File: config.mk
export PLATFORM = sky130hd
export DESIGN_NAME = mem_arbiter
export DESIGN_NICKNAME = d
export VERILOG_FILES = /design/src/rtl/mem_arb_pkg.sv /design/src/rtl/mem_arbiter.sv
export SDC_FILE = /design/constraint.sdc
export NUM_CORES = 1
export LEC_CHECK = 0
export CELL_PAD_IN_SITES_DETAIL_PLACEMENT = 0
export CELL_PAD_IN_SITES_GLOBAL_PLACEMENT = 2
export CORE_ASPECT_RATIO = 1.2
export CORE_MARGIN = 2
export CORE_UTILIZATION = 22
export CTS_BUF_LIST = sky130_fd_sc_hd__clkbuf_8
export CTS_CLUSTER_SIZE = 10
export DETAILED_ROUTE_END_ITERATION = 7
export HOLD_SLACK_MARGIN = 0.15
export PLACE_DENSITY_LB_ADDON = 0.1
export SLEW_MARGIN = 10
export SYNTH_ARGS = -nofsm -noshare
export SYNTH_HDL_FRONTEND = slang
export SYNTH_SLANG_ARGS = --single-unit
File: constraint.sdc
create_clock -name clk -period 1.9 [get_ports clk]
set_input_delay 0.19 -clock clk [delete_from_list [all_inputs] [get_ports clk]]
set_output_delay 0.19 -clock clk [all_outputs]
set_load 0.02 [all_outputs]
File: src/rtl/mem_arb_pkg.sv
// Shared types and constants for the IF/DM SRAM arbiter.
package mem_arb_pkg;

    typedef enum logic [1:0] {
        IDLE   = 2'd0,
        ACCESS = 2'd1,
        DONE   = 2'd2
    } state_t;

    localparam logic PORT_IF = 1'b0;
    localparam logic PORT_DM = 1'b1;

    localparam logic [1:0] WORD_ALIGN_MASK = 2'b11;

endpackage

File: src/rtl/mem_arbiter.sv
// Two-port (instruction fetch / data memory) arbiter and access sequencer for a
// single-ported SRAM with a programmable strobe hold time.
//
//   state  | meaning
//   -------+-----------------------------------------------------------------
//   IDLE   | sample requests, pick winner, launch SRAM strobes or flag error
//   ACCESS | SRAM strobes held; wait_cnt counts down to terminal count 0
//   DONE   | one-cycle ack (and err) to the winning port
module mem_arbiter
    import mem_arb_pkg::*;
#(
    parameter int WAIT_CYCLES = 1,
    parameter int ADDR_W      = 32,
    parameter int DATA_W      = 32
) (
    input  logic              clk,
    input  logic              rst,
    input  logic              if_req,
    input  logic [ADDR_W-1:0] if_addr,
    input  logic              dm_req,
    input  logic [ADDR_W-1:0] dm_addr,
    input  logic              dm_we,
    input  logic [DATA_W-1:0] dm_wdata,
    output logic              if_ack,
    output logic              dm_ack,
    output logic [DATA_W-1:0] if_rdata,
    output logic [DATA_W-1:0] dm_rdata,
    output logic              if_err,
    output logic              dm_err,
    output logic              busy,
    output logic              sram_cs,
    output logic              sram_oe,
    output logic              sram_we,
    output logic [ADDR_W-1:0] sram_addr,
    output logic [DATA_W-1:0] sram_din,
    input  logic [DATA_W-1:0] sram_dout
);

    state_t            state;
    state_t            state_nxt;
    logic [3:0]        wait_cnt;
    logic              grant;
    logic              last_grant;
    logic              lat_err;

    logic              req_any;
    logic              pick_dm;
    logic [ADDR_W-1:0] sel_addr;
    logic              sel_mis;
    logic              access_end;

    always_comb begin
        req_any    = if_req | dm_req;
        // On a tie the port that did not win last time goes first.
        pick_dm    = dm_req & (~if_req | (last_grant == PORT_IF));
        sel_addr   = pick_dm ? dm_addr : if_addr;
        sel_mis    = (sel_addr[1:0] & WORD_ALIGN_MASK) != 2'b00;
        access_end = (wait_cnt == 4'd0);

        state_nxt = state;
        case (state)
            IDLE:    if (req_any) state_nxt = sel_mis ? DONE : ACCESS;
            ACCESS:  if (access_end) state_nxt = DONE;
            DONE:    state_nxt = IDLE;
            default: state_nxt = IDLE;
        endcase

        busy   = (state != IDLE);
        if_ack = (state == DONE) && (grant == PORT_IF);
        dm_ack = (state == DONE) && (grant == PORT_DM);
        if_err = if_ack & lat_err;
        dm_err = dm_ack & lat_err;
    end

    always_ff @(posedge clk) begin
        if (rst) state <= IDLE;
        else     state <= state_nxt;
    end

    always_ff @(posedge clk) begin
        if (rst) begin
            wait_cnt   <= 4'd0;
            grant      <= PORT_IF;
            last_grant <= PORT_IF;
            lat_err    <= 1'b0;
            sram_cs    <= 1'b0;
            sram_oe    <= 1'b0;
            sram_we    <= 1'b0;
            sram_addr  <= '0;
            sram_din   <= '0;
            if_rdata   <= '0;
            dm_rdata   <= '0;
        end else begin
            case (state)
                IDLE: begin
                    if (req_any) begin
                        grant    <= pick_dm;
                        lat_err  <= sel_mis;
                        wait_cnt <= 4'(WAIT_CYCLES);
                        if (sel_mis) begin
                            if (pick_dm) dm_rdata <= '0;
                            else         if_rdata <= '0;
                        end else begin
                            sram_cs   <= 1'b1;
                            sram_oe   <= ~(pick_dm & dm_we);
                            sram_we   <= pick_dm & dm_we;
                            sram_addr <= sel_addr;
                            sram_din  <= pick_dm ? dm_wdata : '0;
                        end
                    end
                end
                ACCESS: begin
                    if (access_end) begin
                        // addr/din stay put so the write closes cleanly
                        sram_cs <= 1'b0;
                        sram_oe <= 1'b0;
                        sram_we <= 1'b0;
                        if (sram_oe) begin
                            if (grant == PORT_DM) dm_rdata <= sram_dout;
                            else                  if_rdata <= sram_dout;
                        end
                    end else begin
                        wait_cnt <= wait_cnt - 4'd1;
                    end
                end
                DONE: last_grant <= grant;
                default: ;
            endcase
        end
    end

endmodule

==> results.txt, run 1 <==
status: complete, but fails checks
violated checks: negative setup slack
Post-Layout Cell Count: 1159
clock-pin slew on the worst setup and hold paths: 0.09 ns
clk_skew: 0.01935 ns
fraction of power consumed by sequential logic: 42.9%
area of the core: 25300 µm²
relative slew slack: 66.43%
most common cell in the netlist: dfxtp_1
RSZ-0062 raised after global routing: yes
first-pass GRT wire length: 28.70 mm
vias per cell: 4.350
filler cell count: 2574
endpoint class of the critical path: flop
post-route ant nets: 0
combinational group share of total power: 20.2%
final setup vio count: 26
die span in y: 178.8 µm
Post-synth EDFFs: 0
Power Total: 0.007226 W
CP required: 2.22 ns
nets: 951
# DRC: 0
GP Congestion: 0.7254
fin area: 9281 µm²
DP Area: 8735 µm²
vias in the first global route: 5219
Port Buffers: 268
CTS Sinks: 140
clock share of power: 36.9%
final WL: 18.49 mm
antenna diode count: 0
PnR worst setup slack: -0.04623 ns
total I/O pin count: 269
CTS Buf Count: 17
Clock Path Buffers: 2
antenna violations before repair: 0
top post-synthesis cells by count: dfxtp_1 (140), mux2i_1 (94), nand2_1 (67)
Yosys warning count: 0
leading area contributor after synthesis: dfxtp_1
crit-path max FO: 23
Leakage: 3.621 nW
Int Pwr: 0.005211 W
top-area cell type share of the netlist area: 50.01%
worst min path class: primary input to flop
via count: 5042
Worst Max-Slew Pin Slew: 0.5036 ns
Critical Path AT: 2.27 ns
# H-tree levels: 4
WS Path Type: flop to flop
CP Launch Type: flop
sw frac: 27.89%
Mapped Cells: 534
f_max: 513.8 MHz
setup TNS: -0.7888 ns
overall die width: 149.7 µm
main flop type after synthesis: dfxtp_1
layout cells sized above 1: 11.58%
Async SR Flop Fraction: 0%
Netlist cell types: 38
Post-Synthesis Net Count: 669
CTS tree: yes
Post-Syn Area: 5604 µm²
min Tclk post-route: 1.946 ns
routed len/inst: 15.95 µm
NetSw: 0.002015 W
Final Hold Viols: 0
std cell rows: 64
HPWL after DPL: 13.01 mm
P&R area growth vs syn: 65.62%
placed cells: 1120
gr usage total: 13.90%
Seq cells post-synth: 140
initial drt markers: 177
worst skew pair latency: 0.44 ns
largest net degree at the start of global routing: 100
Area contributors post-synth: dfxtp_1 (50%), mux2i_1 (17%), a22o_1 (5.0%), nand2_1 (4.5%), a211oi_1 (4.2%)
final period utilization: 102.4%
Initial Util: 22.15%
max-slew violations: 0
Post-Syn Area per Cell: 10.49 µm²
Max VDD drop: 344.3 µV
Seq/Total Area, Yosys: 50.01%
PwrDens: 778.5 nW/µm²
GRT Residual Overflow: 0
Die Area: 26770 µm²
clock tree root buffer cell: clkbuf_8
Max-cap violations: 0
DRT Pass-1 Iters: 4
-- per-layer routing --
layer	share of wire, %	GRT usage [%]
met5	0	0
met4	1.8	4.324
met3	8.8	5.929
met2	48	23.01
met1	41	16.28
-- critical path, stage by stage, from the launching register on --
cell      delay, ns
dfxtp_2        0.33
inv_2          0.07
ha_4           0.13
or3b_4         0.40
a211oi_4       0.21
buf_6          0.15
buf_6          0.09
o221ai_4       0.10
buf_12         0.21
mux2i_1        0.13
-- what timing repair did --
| action | 4_1_cts | 5_1_grt |
|---|---|---|
| pin swaps | 1 | 0 |
| hold buffers | 1 | 0 |
| gates resized for setup | 18 | 8 |
| gates cloned | 2 | 0 |
| buffers inserted | 3 | 2 |
| setup endpoints to repair | 72 | 69 |
| endpoints found under the hold margin | 5 | 0 |
-- state kept, by name, summed over array words and instances (netlist names) --
name	flops
dm_rdata	32
grant	1
if_rdata	32
last_grant	1
lat_err	1
sram_addr	32
sram_cs	1
sram_din	32
sram_oe	1
sram_we	1
state	2
wait_cnt	4
-- cells by family (layout without fill, tap and decap cells) --
kind of cell             count (synthesis)  in the layout  synth area share, %
adder cells (fa/ha/maj)                  2              2               0.4465
AND/OR/NAND/NOR                        130            130                10.31
multiplexers                            96             96                17.39
XOR/XNOR                                 2              2               0.3126
AO/OA/AOI/OAI                          113            113                15.27
flip-flops                             140            140                50.01
buffers and inverters                   51            346                6.251
-- power by group through the flow --
stage / Sequential (W) / Clock, W / Combinational [W]
2_1_floorplan: 0.00327 / 0 / 0.000610
3_3_place_gp: 0.00316 / 0 / 0.00142
3_5_place_dp: 0.00317 / 0 / 0.00142
4_1_cts: 0.00310 / 0.00281 / 0.00149
5_1_grt: 0.00312 / 0.00294 / 0.00157
6_report: 0.00310 / 0.00266 / 0.00146
-- worst paths after layout --
kind	slack, ns	endpoint	depth (start not counted)	startpoint
hold / removal	0.33	sram_din[21]	2	dm_wdata[21]
hold reg to reg	0.46	if_rdata[26]	2	if_rdata[26]
setup reg to reg	-0.05	if_rdata[3]	9	wait_cnt[0]
setup / recovery	-0.05	if_rdata[3]	9	wait_cnt[0]
-- area by class of cell --
type	count	area (µm²)	area share, %
timing repair buffer	309	3109	33.50
sequential	140	2805	30.22
clock inverter	13	176.4	1.901
inverter	5	20.02	0.2157
multi-input combinational	343	2496	26.89
clock buffer	19	261.5	2.817
tap	330	412.9	4.449
-- metrics by stage --
stage	hold WS, ns	setup slack, ns	util [%]
after floorplan	0.3155	0.004730	-
after global placement	0.4454	-0.1596	34.52
after detailed placement	0.4465	-0.1859	34.52
after CTS	0.2869	-0.07622	36.67
after global routing	0.2796	-0.1256	36.68
final	0.3338	-0.04623	36.68
-- placed cells by master, fill, tap and decap left out, types with 3 or more instances in the layout --
master / count
clkdlybuf4s50_1: 262
dfxtp_1: 138
mux2i_1: 94
nand2_1: 67
nand3_1: 35
a21oi_1: 33
a22o_1: 32
a211oi_1: 31
buf_4: 28
clkbuf_8: 19
nor2_1: 9
buf_12: 7
nor3_1: 5
inv_6: 5
and2_1: 4
nor2_2: 3
o21ai_0: 3
bufinv_16: 3
clkinvlp_4: 3
buf_6: 3
Note: power is estimated with default switching activity, not from simulation.
==> inputs of run 2 (changes only) <==
--- a/config.mk
+++ b/config.mk
@@ -15,7 +15,6 @@
 export DETAILED_ROUTE_END_ITERATION = 7
 export HOLD_SLACK_MARGIN = 0.15
 export PLACE_DENSITY_LB_ADDON = 0.1
-export SLEW_MARGIN = 10
 export SYNTH_ARGS = -nofsm -noshare
 export SYNTH_HDL_FRONTEND = slang
 export SYNTH_SLANG_ARGS = --single-unit
==> results of run 2 <==
The final DEF is identical to that of run 1; final timing and power are the same.
